[src/rtl/adc_serial_responder.sv]
// Emulates the ADC side of the four-channel serial link: decodes the 16-bit
// control word shifted in while TFS is low, and streams the selected channel's sample out while RFS is high.
module adc_serial_responder (
  input  logic       clk_clk,
  input  logic       reset_n,
  input  logic       RFS,
  input  logic       TFS,
  input  logic       SCLK,
  input  logic       SPI_OUT,
  output logic       SPI_IN,
  input  logic       wr_en,
  input  logic [1:0] wr_ch,
  input  logic [9:0] wr_data,
  output logic [1:0] cur_ch,
  output logic       frame_done,
  output logic       ctrl_err,
  output logic       frame_abort
);

  logic [9:0]  r_sample [4];
  logic [15:0] r_rxWord;
  logic [4:0]  r_rxCnt;
  logic [15:0] r_txWord;
  logic [3:0]  r_txCnt;
  logic        r_spiIn;
  logic [1:0]  r_curCh;
  logic        r_frameDone;
  logic        r_ctrlErr;
  logic        r_frameAbort;

  logic        w_shift;
  logic        w_endFrame;
  logic        w_shortFrame;
  logic        w_headerOk;
  logic        w_accept;
  logic [1:0]  w_newCh;
  logic [1:0]  w_chNext;
  logic [9:0]  w_sampleNext;
  logic        w_txActive;

  always_comb begin
    w_shift      = !TFS && SCLK;
    w_endFrame   = TFS && (r_rxCnt != 5'd0);
    w_shortFrame = r_rxCnt < 5'd12;
    w_headerOk   = r_rxWord[15:12] == 4'b0110;
    w_accept     = w_endFrame && !w_shortFrame && w_headerOk;
    // Control bits 10:9 are inverted in their upper bit relative to the channel number.
    w_newCh      = r_rxWord[10:9] ^ 2'b10;
    w_chNext     = w_accept ? w_newCh : r_curCh;
    w_sampleNext = r_sample[w_chNext];
    w_txActive   = RFS && SCLK;
  end

  always_ff @(posedge clk_clk or negedge reset_n) begin
    if (!reset_n) begin
      for (int i = 0; i < 4; i++) r_sample[i] <= 10'd0;
    end else if (wr_en) begin
      r_sample[wr_ch] <= wr_data;
    end
  end

  always_ff @(posedge clk_clk or negedge reset_n) begin
    if (!reset_n) begin
      r_rxWord     <= 16'd0;
      r_rxCnt      <= 5'd0;
      r_curCh      <= 2'd0;
      r_frameDone  <= 1'b0;
      r_ctrlErr    <= 1'b0;
      r_frameAbort <= 1'b0;
    end else begin
      r_frameDone  <= 1'b0;
      r_ctrlErr    <= 1'b0;
      r_frameAbort <= 1'b0;
      if (w_shift) begin
        if (r_rxCnt < 5'd16) begin
          r_rxWord[4'd15 - r_rxCnt[3:0]] <= SPI_OUT;
          r_rxCnt <= r_rxCnt + 5'd1;
        end
      end else if (w_endFrame) begin
        r_rxCnt <= 5'd0;
        if (w_shortFrame) begin
          r_frameAbort <= 1'b1;
        end else if (!w_headerOk) begin
          r_ctrlErr <= 1'b1;
        end else begin
          r_curCh     <= w_newCh;
          r_frameDone <= 1'b1;
        end
      end
    end
  end

  // Idle edges keep reloading so the MSB is already on the line at the first RFS edge.
  always_ff @(posedge clk_clk or negedge reset_n) begin
    if (!reset_n) begin
      r_txWord <= 16'd0;
      r_txCnt  <= 4'd0;
      r_spiIn  <= 1'b0;
    end else if (!w_txActive) begin
      r_txWord <= {w_sampleNext, w_chNext, 4'b0000};
      r_spiIn  <= w_sampleNext[9];
      r_txCnt  <= 4'd0;
    end else begin
      if (r_txCnt != 4'd15) begin
        r_spiIn <= r_txWord[4'd14 - r_txCnt];
        r_txCnt <= r_txCnt + 4'd1;
      end else begin
        r_spiIn <= 1'b0;
      end
    end
  end

  assign SPI_IN      = r_spiIn;
  assign cur_ch      = r_curCh;
  assign frame_done  = r_frameDone;
  assign ctrl_err    = r_ctrlErr;
  assign frame_abort = r_frameAbort;

endmodule

[config.mk]
export PLATFORM = sky130hd
export DESIGN_NAME = adc_serial_responder
export DESIGN_NICKNAME = d
export VERILOG_FILES = /design/src/rtl/adc_serial_responder.sv
export SDC_FILE = /design/constraint.sdc
export NUM_CORES = 1
export LEC_CHECK = 0
export CORE_MARGIN = 2
export CORE_UTILIZATION = 55
export DETAILED_ROUTE_END_ITERATION = 8
export PLACE_DENSITY = 0.76
export SYNTH_ARGS = -nofsm -noshare
export SYNTH_HDL_FRONTEND = slang
export SYNTH_SLANG_ARGS = --single-unit
[constraint.sdc]
create_clock -name clk_clk -period 4.05 [get_ports clk_clk]
set_clock_uncertainty 0.15 [all_clocks]
set_input_delay 1.0125 -clock clk_clk [delete_from_list [all_inputs] [get_ports clk_clk]]
set_output_delay 1.0125 -clock clk_clk [all_outputs]
set_load 0.05 [all_outputs]
* Word level (Yosys, flattened, before mapping) *
Index checks and enable logic that the tools add are counted.

word-level totals
  bits of input ports = 19
  logic and storage cells = 78
  register bits = 83
  output and inout bits = 6

operators by class
  $lt $le $gt $ge = 8
  muxes and demuxes = 30
  bitwise gates (word level) = 5
  add/subtract/negate cells = 4
  reductions and logical operators = 14
  equal/unequal tests = 4

operators by type and width
  kind                                                                                 number
  40-bit bitwise mux                                                                   1
  10-bit 2-to-1 mux                                                                    3
  10-bit binary-select mux with 2-bit select                                           1
  10-bit demux with 2-bit select                                                       1
  16-bit bitwise mux                                                                   1
  1-bit 2-to-1 mux                                                                     15
  5-bit 2-to-1 mux                                                                     3
  4-bit by 5-bit less-than comparator with 1-bit output, second input constant         2
  4-bit 2-to-1 mux                                                                     2
  4-bit subtractor, first input constant                                               2
  1-bit logical AND                                                                    7
  3-bit greater-or-equal comparator, second input constant                             2
  2-bit NOT with 3-bit output                                                          2
  5-bit by 1-bit adder with 5-bit output, second input constant                        1
  5-bit by 4-bit less-than comparator with 1-bit output, second input constant         1
  5-bit less-than comparator, second input constant                                    1
  5-bit nonzero test                                                                   1
  4-bit by 1-bit adder with 4-bit output, second input constant                        1
  1-bit binary-select mux with 4-bit select                                            1
  1-bit demux with 4-bit select                                                        1
  4-bit by 3-bit equality test with 1-bit output, second input constant                1
  4-bit by 1-bit greater-or-equal comparator with 1-bit output, second input constant  1
  2-bit by 1-bit inequality test with 1-bit output, second input constant              2
  4-bit inequality test, second input constant                                         1
  7 further kinds                                                                      11

* Logic depth before layout (Yosys ltp) *
Gate-level depths: netlist of the first run.

  word-level depth = 10
  gate-level depth with buffers = 8

* Worst setup path after synthesis of the first run *
Ideal clock, no wire load.

  kind = input to register
  from = in SCLK
  to = reg r_rxWord[10]
  data required time = 3.775 ns
  arrival time = 2.158 ns
  stages = 6
  slack = 1.617 ns
  path buffers = 1
  path through = buf_2 > nor3b_1 > nand2_1 > nor2_1 > nand2_1 > mux2_2

between the ends
  cells in the longest elaborated chain, start to end = 2

RTL lines
  item                                  line  RTL
  from (decl)                           8     input logic SCLK,
  1-bit logical AND                     42    w_shift = !TFS && SCLK;
  2-bit AND reduction (no source line)  n/a
  to (signal assigned)                  64    r_rxWord <= 16'd0;
  to (signal, indexed assignment)       76    r_rxWord[4'd15 - r_rxCnt[3:0]] <= SPI_OUT;
  to (decl)                             21    logic [15:0] r_rxWord;

No other way between the ends.
A chain may end at the register's enable or synchronous reset.

* Worst setup path in the final report of the first run *
  from = in TFS
  to = reg r_txWord[7]

between the ends
  cells in the longest elaborated chain, start to end = 8

RTL lines
  item                                                  line  RTL
  from (decl)                                           7     input logic TFS,
  1-bit logical AND                                     43    w_endFrame = TFS && (r_rxCnt != 5'd0);
  1-bit logical AND (2 in a row)                        46    w_accept = w_endFrame && !w_shortFrame && w_headerOk;
  2-bit 2-to-1 mux                                      49    w_chNext = w_accept ? w_newCh : r_curCh;
  2-bit NOT with 3-bit output (not written as such)     50    w_sampleNext = r_sample[w_chNext];
  10-bit binary-select mux with 2-bit select            50
  10-bit 2-to-1 mux (not written as such) (2 in a row)  50
  to (signal assigned)                                  100   r_txWord <= {w_sampleNext, w_chNext, 4'b0000};
  to (decl)                                             23    logic [15:0] r_txWord;

No other way between the ends. The select of a mux whose other input is x is not followed.

==> results of run 1 <==
## per-stage QoR
stage	cells	total power, mW
after floorplan	257	1.22
after global placement	351	1.33
after detailed placement	351	1.34
after CTS	366	1.90
after global routing	366	2.00
final	366	1.89
## registers in the layout, indices dropped and copies added, names as in the netlist
register / count
frame_done: 1
frame_abort: 1
r_rxCnt: 5
r_txCnt: 4
r_sample: 40
r_rxWord: 6
SPI_IN: 1
ctrl_err: 1
cur_ch: 2
r_txWord: 12
## how the worst max path moves through the flow
| stage | from | endpoint | slack (ns) | cells after the start |
|---|---|---|---|---|
| finish | TFS | r_txWord[7] | 0.99 | 7 |
| global route | TFS | r_txWord[7] | 0.89 | 7 |
| CTS | TFS | r_txWord[10] | 0.98 | 7 |
| detailed placement | TFS | r_txWord[10] | 0.64 | 7 |
| global placement | TFS | r_txWord[14] | 0.68 | 7 |
| floorplan | SCLK | r_rxWord[10] | 1.62 | 6 |
## where the power goes
| group | switching, mW | total [mW] | internal (mW) |
|---|---|---|---|
| Combinational | 0.163 | 0.359 | 0.196 |
| Clock | 0.256 | 0.569 | 0.313 |
| Sequential | 0.0964 | 0.965 | 0.869 |
## per-layer routing
| layer | routed length, um | up-vias | track usage [%] |
|---|---|---|---|
| met5 | 0 | - | 0 |
| met4 | 53 | 0 | 6.00 |
| met3 | 232 | 7 | 6.63 |
| met2 | 3010 | 33 | 31.5 |
| met1 | 3010 | 1076 | 29.3 |
| li1 | - | 1002 | - |
## worst max-delay path, delay by kind of cell
kind	cells	cell delay (ns)
mux	1	0.23
simple gates	1	0.38
buf+inv	3	0.93
compound gates	2	0.54
## cell usage in the layout, fill, tap and decap left out, types with 3 or more instances in the layout
master	netlist	final
clkbuf_8	0	11
nand2_1	9	9
mux2_2	46	46
mux2i_1	13	13
a211oi_1	15	15
buf_4	2	6
nand3b_1	3	3
clkdlybuf4s50_1	0	23
inv_1	3	3
mux4_2	3	3
a211oi_2	3	3
ha_1	5	5
and3_1	9	9
dfrtp_1	73	73
xor2_1	3	3
nor3_1	3	3
nor2_1	19	19
a21oi_1	3	3
nand3_1	6	6
## area by class of cell
type,instances,share of cell area (%)
clock buffers,12,4.01
clock inverters,3,1.04
inverters,5,0.485
multi-input cells,168,37.6
flip-flops and latches,73,47.2
well taps,75,2.43
repair buffers,30,7.25
## cell families after synthesis
kind of cell,count (synthesis),share of synthesized area [%]
flip-flops,73,54.2
AND/OR/NAND/NOR,63,10.6
multiplexers,62,21.2
AO/OA/AOI/OAI,33,8.09
buffers and inverters,16,2.75
XOR/XNOR,5,1.30
adder cells (fa/ha/maj),5,1.86
==> flow_summary.ini, run 1 <==
[run_status]
run_status = completed

[setup_path]
reg2reg_depth = 6
critical_path.max_stage_delay_ns = 0.55
timing.rr.end = r_txWord[7]
cp_max_fo = 10
setup.worst_path.start_class = input pin
cp_slowest_cell = clkdlybuf4s50_1
cp_cell_sequence = clkdlybuf4s50_1 > inv_2 > o31ai_4 > and2_1 > buf_4 > mux2i_1 > a211oi_2
setup.worst_path.class = input pin to flop
r2r_start = r_rxCnt[2]
worst-r2r-setup-slack_ns = 1.69
arrival_ns = 3.11
crit_required_ns = 4.10
end_kind = flop

[min_path]
min_from = r_txWord[5]
hold_path.class = flop to flop
hold_path_end = r_txWord[5]
hold_depth = 2

[synth]
synth_top_area_share_pct = 54.2
ys_seq_elements = 73
syn_inst = 257
ys_types = 46
syn_avg_cell_area_um2 = 13.1
yosys_warnings = 0
async_flop_share_pct = 100
synth-edff-count = 0
yosysMostFrequentCell = dfrtp_1
netlist_area_um2 = 3370
synthTopCellsByArea = dfrtp_1, mux2_2, mux2i_1
synth_area_leader_cell = dfrtp_1
synth_commonest_cells = dfrtp_1, mux2_2, nor2_1
synth_ff_type = dfrtp_1
seq_area_frac_synth_pct = 54.2
syn_nets = 281

[detailed_routing]
wirelength_mm = 6.31
drc = 0
post_drt_wl_per_cell_um = 17.2
viasPerCell = 5.79
drt_iter0_markers = 119
first_pass_iters = 4
vias = 2118
postRouteAntennaNets = 0

[place]
dp_slack_ns = 0.636
placed_area_um2 = 3670
post-dp-hpwl_mm = 4.47
port_buffers = 24
gp_congestion = 0.784

[power]
p_leak_nw = 1.74
power_density_nw_per_um2 = 490
ir_drop_uv = 315

[clock_tree]
ctsHoldBuffers = 0
cts_setup_buffers = 0
ctsRootBufferMaster = clkbuf_8
insertion_delay_ns = 0.34
cts_num_sinks = 73
clk_pin_slew_ns = 0.07
cts-htree-levels = 3
cts_buffer_depth = 2
cts_tree = built
cts_resized = 0
numCtsBuffers = 9

[final_layout]
fin_util_pct = 65.3
regArea_um2 = 1830
n_antenna_cell = 0
n_fill_cell = 463
drive_gt1_share_pct = 28.2
multi_input_area_um2 = 1450
final_cell_area_um2 = 3870
layout.nets = 311
area.growth.synth_to_final_pct = 14.7

[timing]
period_needed_ns = 3.06
fin_ws_ns = 0.989
fin_setup_tns_ns = 0
max_freq_mhz = 327
timing_hold_violations_final = 0
worst_pin_slew_ns = 1.02
rsz0062_at_grt = false
slew_headroom_pct = 32.3
holdWs_ns = 0.355
setup_viol = 0
fin_crit_sh_pct = 75.6
final_max_slew_viol_count = 0

[grt]
grt_pass1_vias = 2131
grt_start_max_net_pins = 46
grtUsageTotal_pct = 21.0
grt_pass1_wl_mm = 10.4
overflow = 0
antenna_found_initial = 0

[die]
core_region_area_um2 = 5920
dieArea_um2 = 6770
die_w_um = 82.3
start_util_pct = 57.0
rows = 28
dieHeight_um = 82.3
ios = 25

[run]
maxCapViolCount = 0
(Power assumes the default switching activity.)
==> inputs of run 2 (changes only) <==
- clock period: 4.05 -> 3.2 ns (I/O delays scaled with it)
==> flow_summary.ini, run 2 (same netlist as run 1, synthesis figures left out) <==
[setup_path]
setup.worst_path.class = input pin to flop
setup.worst_path.start_class = input pin
cp_cell_sequence = clkdlybuf4s50_1 > inv_2 > nor4_1 > o21ai_0 > buf_4 > a211oi_1 > a211oi_2
cp_slowest_cell = clkdlybuf4s50_1
arrival_ns = 2.60
crit_family = buffers and inverters
critPathBufInv = 3
end_kind = flop
timing.critical_path.depth = 7
cp_max_fo = 8
crit_required_ns = 3.26
critical_path.max_stage_delay_ns = 0.55
reg2reg_depth = 5

[clock_tree]
cts_num_sinks = 73
cts-htree-levels = 3
cts_setup_buffers = 0
numCtsBuffers = 9
ctsHoldBuffers = 0
cts_resized = 0
insertion_delay_ns = 0.34
cts_tree = built
clk_pin_slew_ns = 0.07
ctsRootBufferMaster = clkbuf_8
cts_buffer_depth = 2

[place]
dp_slack_ns = 0.411
port_buffers = 24
post-dp-hpwl_mm = 4.53
placed_cells = 357
gp_congestion = 0.748

[die]
die_w_um = 82.3
dieHeight_um = 82.3
start_util_pct = 57.0
core_region_area_um2 = 5920
ios = 25
dieArea_um2 = 6770
rows = 28

[detailed_routing]
vias = 2168
first_pass_iters = 4
drc = 0
viasPerCell = 5.81
post_drt_wl_per_cell_um = 17.4
postRouteAntennaNets = 0
drt_iter0_markers = 141
wirelength_mm = 6.48

[final_layout]
area.growth.synth_to_final_pct = 17.1
top_regs = r_sample x40, r_txWord x12, r_rxWord x6
regMostFlops = r_sample
final_cell_mix = dfrtp_1, mux2_2, clkdlybuf4s50_1
final_common_cell = dfrtp_1
n_fill_cell = 439
fin_util_pct = 66.7
drive_gt1_share_pct = 29.9
layout.nets = 317
n_antenna_cell = 0
largest_reg_flops = 40
stdcell_count = 373

[timing]
setup_viol = 0
fin_crit_sh_pct = 79.2
slew_headroom_pct = 51.5
worst_pin_slew_ns = 0.727
holdWs_ns = 0.351
fin_setup_tns_ns = 0
final_max_slew_viol_count = 0
timing_hold_violations_final = 0
rsz0062_at_grt = false
fin_ws_ns = 0.666
period_needed_ns = 2.53
max_freq_mhz = 395

[grt]
grt_pass1_vias = 2147
grt_start_max_net_pins = 44
antenna_found_initial = 0
grtUsageTotal_pct = 21.5
grt_pass1_wl_mm = 10.7
overflow = 0

[power]
ir_drop_uv = 333
power_density_nw_per_um2 = 628
p_leak_nw = 1.79

[run]
maxCapViolCount = 0

[min_path]
hold_depth = 2
hold_path.class = flop to flop

[run_status]
run_status = completed
-- run 2: worst min-delay path: stages, from the launching register on --
cell and delay [ns]:
dfrtp_1 0.35, nor2_1 0.05, nor2_1 0.07
-- run 2: per-stage QoR --
stage	power [mW]	cell area (um2)
2_1_floorplan	1.54	3370
3_3_place_gp	1.68	3730
3_5_place_dp	1.71	3730
4_1_cts	2.50	3950
5_1_grt	2.61	3950
6_report	2.48	3950
-- run 2: layout make-up --
cell class,count,area [um2],share of cell area (%)
sequential,73,1830,46.2
multi-input combinational,168,1450,36.8
timing repair buffer,36,338,8.55
clock buffer,11,141,3.58
tap,75,93.8,2.38
clock inverter,5,78.8,2.00
inverter,5,18.8,0.475
-- run 2: worst paths after layout --
kind	from	to	slack (ns)
max	TFS	r_txWord[7]	0.67
min	r_txWord[5]	r_txWord[5]	0.35
max reg2reg	r_txCnt[0]	SPI_IN	1.10
min reg2reg	r_txWord[5]	r_txWord[5]	0.35
max in group asynchronous	reset_n	r_sample[28]	1.86
min in group asynchronous	reset_n	r_rxCnt[1]	0.36
-- run 2: layer usage --
metal	global-route usage, %	part of all wire, %	wire [um]	up-vias
met5	0	0	0	-
li1	-	-	-	1019
met1	30.1	48	3100	1105
met2	32.4	48	3080	34
met4	10.3	1.8	116	0
met3	4.02	2.7	176	10
-- run 2: report_power, final --
group | internal [mW] | total (mW) | switching [mW] | leakage [nW]
sequential | 1.10 | 1.22 | 0.125 | 0.889
clock | 0.459 | 0.791 | 0.331 | 0.113
combinational | 0.254 | 0.465 | 0.211 | 0.783
total | 1.81 | 2.48 | 0.668 | 1.79
==> inputs of run 3 (changes only) <==
- CORE_UTILIZATION: 55 -> 52
- PLACE_DENSITY: 0.76 -> 0.75
- clock period: 3.2 -> 2 ns (I/O delays scaled with it)
==> flow_summary.ini, run 3 (same netlist as run 1, synthesis figures left out) <==
[grt]
grt_pass1_vias = 2370
grt_start_max_net_pins = 74
grtUsageTotal_pct = 20.8
grt_pass1_wl_mm = 11.6
overflow = 0
antenna_found_initial = 0

[final_layout]
n_antenna_cell = 0
largest_reg_flops = 40
top_regs = r_sample x40, r_txWord x12, r_rxWord x6
final_cell_area_um2 = 4190
area.growth.synth_to_final_pct = 24.2
final_cell_mix = dfrtp_1, mux2_2, buf_4
layout.nets = 330
drive_gt1_share_pct = 39.4
stdcell_count = 387
regMostFlops = r_sample
final_common_cell = dfrtp_1

[setup_path]
cp_max_fo = 4
crit_required_ns = 2.10
arrival_ns = 2.04
setup.worst_path.class = flop to flop
setup.worst_path.start_class = flop
end_kind = flop

[power]
p_leak_nw = 1.89
p_seq_share_pct = 48.8
switching_share_pct = 27.6
internal_power_mw = 2.93
p_comb_share_pct = 20.7
power_density_nw_per_um2 = 967
ir_drop_uv = 620
netSwitchingPower_mw = 1.12
power.total_mw = 4.05
clkPwrFrac_pct = 30.5

[timing]
period_needed_ns = 1.95
fin_crit_sh_pct = 97.3
worst_pin_slew_ns = 0.384
timing_hold_violations_final = 2
setup_viol = 0
holdWs_ns = -0.00770
max_freq_mhz = 514
final_max_slew_viol_count = 0
slew_headroom_pct = 74.1
rsz0062_at_grt = true
fin_ws_ns = 0.0549

[detailed_routing]
post_drt_wl_per_cell_um = 17.8
drc = 0
postRouteAntennaNets = 0
viasPerCell = 5.71
wirelength_mm = 6.87
vias = 2209
drt_iter0_markers = 151
first_pass_iters = 4

[clock_tree]
insertion_delay_ns = 0.34
cts-htree-levels = 3
cts_buffer_depth = 2
clk_pin_slew_ns = 0.08
numCtsBuffers = 9
cts_tree = built
cts_num_sinks = 73
ctsRootBufferMaster = clkbuf_8

[run_status]
run_status = finished, violations left
violations = hold timing

[die]
rows = 29
core_region_area_um2 = 6310
dieArea_um2 = 7140
dieHeight_um = 84.5
start_util_pct = 53.4
ios = 25
die_w_um = 84.5

[place]
gp_congestion = 0.773
port_buffers = 24
placed_cells = 370
post-dp-hpwl_mm = 4.65
dp_slack_ns = -0.518
placed_area_um2 = 3850

[run]
maxCapViolCount = 0

[min_path]
hold_path.class = input pin to asynchronous set/reset pin
[run 3: changes by cell type in the layout (fill, tap and decap cells not counted), moves of 3 or more]
cell / previous run / this run
a211oi_2: 3 / 9
clkbuf_8: 10 / 13
clkdlybuf4s50_1: 23 / 16
buf_4: 11 / 24
buf_12: 1 / 5
a211oi_1: 15 / 9
[run 3: per-stage QoR]
step | setup TNS, ns | util (%) | hold slack (ns)
3_5_place_dp | -6.05 | 61.0 | 0.340
4_1_cts | -0.00413 | 65.2 | 0.0334
5_1_grt | -0.0249 | 66.3 | 0.0563
2_1_floorplan | 0 | - | 0.0544
3_3_place_gp | -5.29 | 61.0 | 0.332
6_report | 0 | 66.3 | -0.00770
[run 3: final timing paths]
check                        startpoint            to  slack (ns)  cells past startpoint
setup / recovery           r_rxWord[12]  r_txWord[12]        0.05                      7
hold reg to reg             r_txWord[5]   r_txWord[5]        0.36                      2
hold / removal                  reset_n    r_rxCnt[1]      -0.008                      2
max in group asynchronous       reset_n  r_sample[24]        1.35                      2
min in group clk_clk        r_txWord[5]   r_txWord[5]        0.36                      2
setup reg to reg           r_rxWord[12]  r_txWord[12]        0.05                      7
[run 3: final cells by class]
class	count	area [um2]
tap	77	96.3
clock buffer	13	179
inverter	5	18.8
clock inverter	2	35.0
fill	467	2120
sequential	73	1830
multi-input combinational	168	1550
timing repair buffer	49	480
[run 3: worst max-delay path, cell delays in order (launching register included)]
cell and delay (ns):
dfrtp_1 0.41, and4bb_2 0.36, nand4_2 0.14, and2_4 0.18, buf_4 0.13, buf_4 0.15, mux2i_1 0.12, a211oi_1 0.20
[run 3: metal layers]
metal  part of all wire [%]  track usage, %
met5                      0               0
met4                    1.1            6.93
met3                    2.6            4.42
met2                     51            34.7
met1                     46            27.2
[run 3: power groups by stage]
| stage | Clock, mW | Sequential (mW) | Combinational (mW) |
|---|---|---|---|
| after floorplan | 0 | 1.95 | 0.518 |
| after CTS | 1.25 | 1.96 | 0.823 |
| after global placement | 0 | 1.96 | 0.772 |
| final | 1.24 | 1.98 | 0.837 |
| after detailed placement | 0 | 1.98 | 0.800 |
| after global routing | 1.32 | 2.00 | 0.926 |
[run 3: timing repair]
item                                    in CTS  in global routing
gates resized for setup                      9                 14
endpoints found under the setup margin      11                 13
buffers inserted                             1                  1
hold buffers                                 0                  0
pin swaps                                    2                  5
==> patch 1 (flow settings as in run 3) <==
Reset style: synchronous (`reset_n`), changed in 3 clocked blocks.
--- a/src/rtl/adc_serial_responder.sv
+++ b/src/rtl/adc_serial_responder.sv
@@ -51,7 +51,7 @@
     w_txActive   = RFS && SCLK;
   end
 
-  always_ff @(posedge clk_clk or negedge reset_n) begin
+  always_ff @(posedge clk_clk) begin
     if (!reset_n) begin
       for (int i = 0; i < 4; i++) r_sample[i] <= 10'd0;
     end else if (wr_en) begin
@@ -59,7 +59,7 @@
     end
   end
 
-  always_ff @(posedge clk_clk or negedge reset_n) begin
+  always_ff @(posedge clk_clk) begin
     if (!reset_n) begin
       r_rxWord     <= 16'd0;
       r_rxCnt      <= 5'd0;
@@ -91,7 +91,7 @@
   end
 
   // Idle edges keep reloading so the MSB is already on the line at the first RFS edge.
-  always_ff @(posedge clk_clk or negedge reset_n) begin
+  always_ff @(posedge clk_clk) begin
     if (!reset_n) begin
       r_txWord <= 16'd0;
       r_txCnt  <= 4'd0;
Function: differs if reset_n is asserted again (counterexample within 4 cycles, from zero or initial values and one cycle with reset_n low); with reset_n held inactive, the same outputs for 10 cycles.
==> patch 1 against run 3 <==
Final area is 2.1% lower. Setup slack better by 0.027 ns. Area after synthesis decreased by 2.2%. Cell count increased by 5.4%. Non-clock buffer count rose by 9. Worst hold slack improved by 0.31 ns. Sequential cell count unchanged. Wire length is 4.2% lower. Critical path type unchanged. Critical endpoint is now r_txWord[9]. Largest cell class unchanged.
Power is not compared: it rests on default switching activity, and its combinational part moved more than twofold at a synthesized area within 25%.
==> patch 1: results <==
metrics = {
    "run_status": {
        "status": "finished clean",
    },
    "worst_setup_path": {
        "crit_start": "r_rxWord[12]",
        "crit_fanout": 13,
        "cpPeakStageDelay_ns": 0.33,
        "arrival_ns": 2.02,
        "path_delay_family": "multiplexers",
        "reg2reg_depth": 6,
        "cp_slowest_cell": "and4bb_2",
    },
    "synthesis": {
        "synth-compound-area-share": 0.07587,
        "synthArstFlopShare": 0,
        "yosysSeqAreaShare": 0.5645,
        "synthMuxAreaShare": 0.1093,
        "synth_fa_ha_area_frac": 0.01897,
        "synth_edf_count": 40,
        "synth_cell_types": 44,
        "synthXorXnorAreaFrac": 0.01062,
        "synth_nets": 294,
        "synthTopCellsByCount": "edfxtp_1, dfxtp_1, and2_1",
        "ys_top_cells_by_area": "edfxtp_1, dfxtp_1, mux2i_1",
        "syn-instance-count": 270,
    },
    "clock_network": {
        "postCtsSetupBuffers": 0,
        "cts-resized-gates": 0,
        "insertion_delay_ns": 0.36,
    },
    "cells_and_area": {
        "ff_latch_area_um2": 1864,
        "multi_input_area_share": 0.3362,
        "stdcell_count": 408,
        "nNonClkInverters": 3,
        "n_clock_buffer": 9,
        "drive_above_1_share": 0.2387,
        "n_all_buffers": 58,
        "buffer_area_frac": 0.1303,
        "final-clk-cell-share": 0.05278,
        "multi_input_cells": 181,
        "insertedDiodeCount": 0,
    },
    "placement": {
        "post-dp-hpwl_um": 4751,
        "gp_congestion": 0.7899,
        "pre_cts_ws_ns": -0.2664,
        "place_inst": 392,
    },
    "grt": {
        "grtUsageTotal": 0.2074,
        "grt_max_degree": 17,
        "grt_pass1_vias": 2255,
    },
    "sta": {
        "fin_crit_ns": 1.918,
        "tightest_slew_ns": 0.3239,
        "holdWs_ns": 0.2985,
    },
    "drt": {
        "drt_iter0_drc": 99,
        "vias": 2180,
        "routed_wl_um": 6584,
    },
}
[patch 1: changes by cell type in the layout (fill, tap and decap cells not counted), moves of 13 or more]
cell,change
dfxtp_1,+31
and2_1,+32
mux2_2,-46
nand2_1,+20
edfxtp_1,+40
dfrtp_1,-71
mux2i_1,+13
[patch 1: layer usage]
metal  wire length [µm]  track usage  vias to the layer above
met5                  0            0                        -
met4                 85      0.07918                        0
met3                202      0.03660                       11
met2               3241       0.3455                       31
met1               3056       0.2714                     1047
li1                   -            -                     1091
[patch 1: stage by stage]
| step | total power (W) | TNS, ns | util | cell area [µm²] |
|---|---|---|---|---|
| floorplan | 0.001858 | 0 | - | 3298 |
| global placement | 0.001996 | -6.229 | 0.6177 | 3855 |
| detailed placement | 0.002007 | -7.683 | 0.6177 | 3855 |
| CTS | 0.003245 | 0 | 0.6524 | 4071 |
| global route | 0.003337 | -0.06138 | 0.6572 | 4101 |
| finish | 0.003222 | 0 | 0.6572 | 4101 |
==> patch 2 (config.mk and constraints of run 3) <==
Without the edit above. Register the inputs `RFS`, `TFS`, `SPI_OUT`, `wr_en`, `wr_ch` and `wr_data` before use, without a reset. The logic sees them one clock later.
--- a/src/rtl/adc_serial_responder.sv
+++ b/src/rtl/adc_serial_responder.sv
@@ -16,6 +16,22 @@
   output logic       ctrl_err,
   output logic       frame_abort
 );
+
+  logic RFS_q;
+  logic TFS_q;
+  logic SPI_OUT_q;
+  logic wr_en_q;
+  logic [1:0] wr_ch_q;
+  logic [9:0] wr_data_q;
+
+  always_ff @(posedge clk_clk) begin
+    RFS_q     <= RFS;
+    TFS_q     <= TFS;
+    SPI_OUT_q <= SPI_OUT;
+    wr_en_q   <= wr_en;
+    wr_ch_q   <= wr_ch;
+    wr_data_q <= wr_data;
+  end
 
   logic [9:0]  r_sample [4];
   logic [15:0] r_rxWord;
@@ -39,8 +55,8 @@
   logic        w_txActive;
 
   always_comb begin
-    w_shift      = !TFS && SCLK;
-    w_endFrame   = TFS && (r_rxCnt != 5'd0);
+    w_shift      = !TFS_q && SCLK;
+    w_endFrame   = TFS_q && (r_rxCnt != 5'd0);
     w_shortFrame = r_rxCnt < 5'd12;
     w_headerOk   = r_rxWord[15:12] == 4'b0110;
     w_accept     = w_endFrame && !w_shortFrame && w_headerOk;
@@ -48,14 +64,14 @@
     w_newCh      = r_rxWord[10:9] ^ 2'b10;
     w_chNext     = w_accept ? w_newCh : r_curCh;
     w_sampleNext = r_sample[w_chNext];
-    w_txActive   = RFS && SCLK;
+    w_txActive   = RFS_q && SCLK;
   end
 
   always_ff @(posedge clk_clk or negedge reset_n) begin
     if (!reset_n) begin
       for (int i = 0; i < 4; i++) r_sample[i] <= 10'd0;
-    end else if (wr_en) begin
-      r_sample[wr_ch] <= wr_data;
+    end else if (wr_en_q) begin
+      r_sample[wr_ch_q] <= wr_data_q;
     end
   end
 
@@ -73,7 +89,7 @@
       r_frameAbort <= 1'b0;
       if (w_shift) begin
         if (r_rxCnt < 5'd16) begin
-          r_rxWord[4'd15 - r_rxCnt[3:0]] <= SPI_OUT;
+          r_rxWord[4'd15 - r_rxCnt[3:0]] <= SPI_OUT_q;
           r_rxCnt <= r_rxCnt + 5'd1;
         end
       end else if (w_endFrame) begin
Formal check against the unedited RTL: not equivalent (a bounded check fails within 4 cycles, from zero or initial values and one cycle with reset_n low).
==> patch 2 against run 3 <==
The run still ends with negative hold slack left. Sequential cell count up 16. Via count up 3.8%. Wire length fell by 0.99%. First-iteration DRC count shrank 7.3%. Non-clock buffer count shrank 3. Critical path type unchanged. Power is 6.9% higher. Maximum frequency is essentially flat. Setup slack got worse by 0.00054 ns. Area after synthesis increased by 10%. Utilization fell by 1.6 points. Final area grew 6.2%.
==> patch 2: results <==
metrics = {
    "synthesis": {
        "synthXorXnorAreaFrac": 0.01177,
        "synth_fa_ha_area_frac": 0.01682,
        "synth_cell_types": 47,
        "synthArstFlopShare": 0.8202,
        "synth_nets": 297,
        "ys_top_cells_by_area": "dfrtp_1, mux2_2, dfxtp_1",
    },
    "worst_setup_path": {
        "crit_path_end": "SPI_IN",
        "reg2reg_depth": 6,
        "arrival_ns": 2.02,
    },
    "sta": {
        "tightest_slew_ns": 0.6178,
        "hold_viol": 6,
        "holdWs_ns": -0.003387,
    },
    "grt": {
        "grt_use_met1": 0.2575,
        "use_met3": 0.05131,
        "grt_pass1_vias": 2386,
        "grtUsageMet2": 0.3137,
    },
    "placement": {
        "post-dp-hpwl_um": 4619,
    },
    "drt": {
        "routed_wl_um": 6803,
        "viasPerCell": 5.460,
    },
    "cells_and_area": {
        "top_regs": "r_sample: 40 flops, r_txWord: 12 flops, wr_data_q: 10 flops",
        "fin_nets": 343,
    },
    "run_status": {
        "status": "finished, violations left",
        "violations": "negative hold slack",
    },
    "pwr": {
        "leakagePower_nw": 1.965,
        "irDropWorstVdd_uv": 515.2,
    },
}
## patch 2: report_power, final
part           total (W)  internal (W)  switching, W
Sequential       0.00230       0.00209      0.000205
Clock            0.00125      0.000597      0.000654
Combinational   0.000785      0.000449      0.000335
## patch 2: metal layers
layer | routed length [µm] | part of all wire
met1 | 3118 | 0.46
met2 | 3220 | 0.47
met3 | 318 | 0.047
met4 | 144 | 0.021
met5 | 0 | 0
## patch 2: how the worst min path moves through the flow
| stage | start | endpoint | slack [ns] |
|---|---|---|---|
| after floorplan | reset_n | SPI_IN | 0.05 |
| after global placement | r_txWord[5] | r_txWord[5] | 0.33 |
| after detailed placement | r_sample[11] | r_sample[11] | 0.34 |
| after CTS | reset_n | r_rxCnt[4] | 0.009 |
| after global routing | reset_n | r_rxCnt[1] | 0.008 |
| final | reset_n | r_rxCnt[1] | -0.003 |
## patch 2: through the flow
step           power [W]  instance area, µm²  hold WS (ns)  worst slack, ns  std cells
2_1_floorplan   0.002804                3720       0.05441          0.04888        273
3_3_place_gp    0.003046                4182        0.3252          -0.1159        404
3_5_place_dp    0.003082                4182        0.3367          -0.1626        404
4_1_cts         0.004334                4389      0.009468         0.007271        420
5_1_grt         0.004562                4449      0.007760        -0.009467        420
6_report        0.004332                4449     -0.003387          0.05435        420
## patch 2: kinds of logic after synthesis
group,count (synthesis)
adder cells (fa/ha/maj),5
XOR/XNOR,5
AND/OR/NAND/NOR,63
buffers and inverters,16
multiplexers,62
AO/OA/AOI/OAI,33
flip-flops,89
## patch 2: area by class of cell
cell class,instances,area [µm²]
Fill cell,504,2420
Sequential cell,89,2147
Multi-Input combinational cell,168,1543
Timing Repair Buffer,46,417.9
Clock buffer,10,127.6
Tap cell,96,120.1
Clock inverter,6,75.07
Inverter,5,18.77
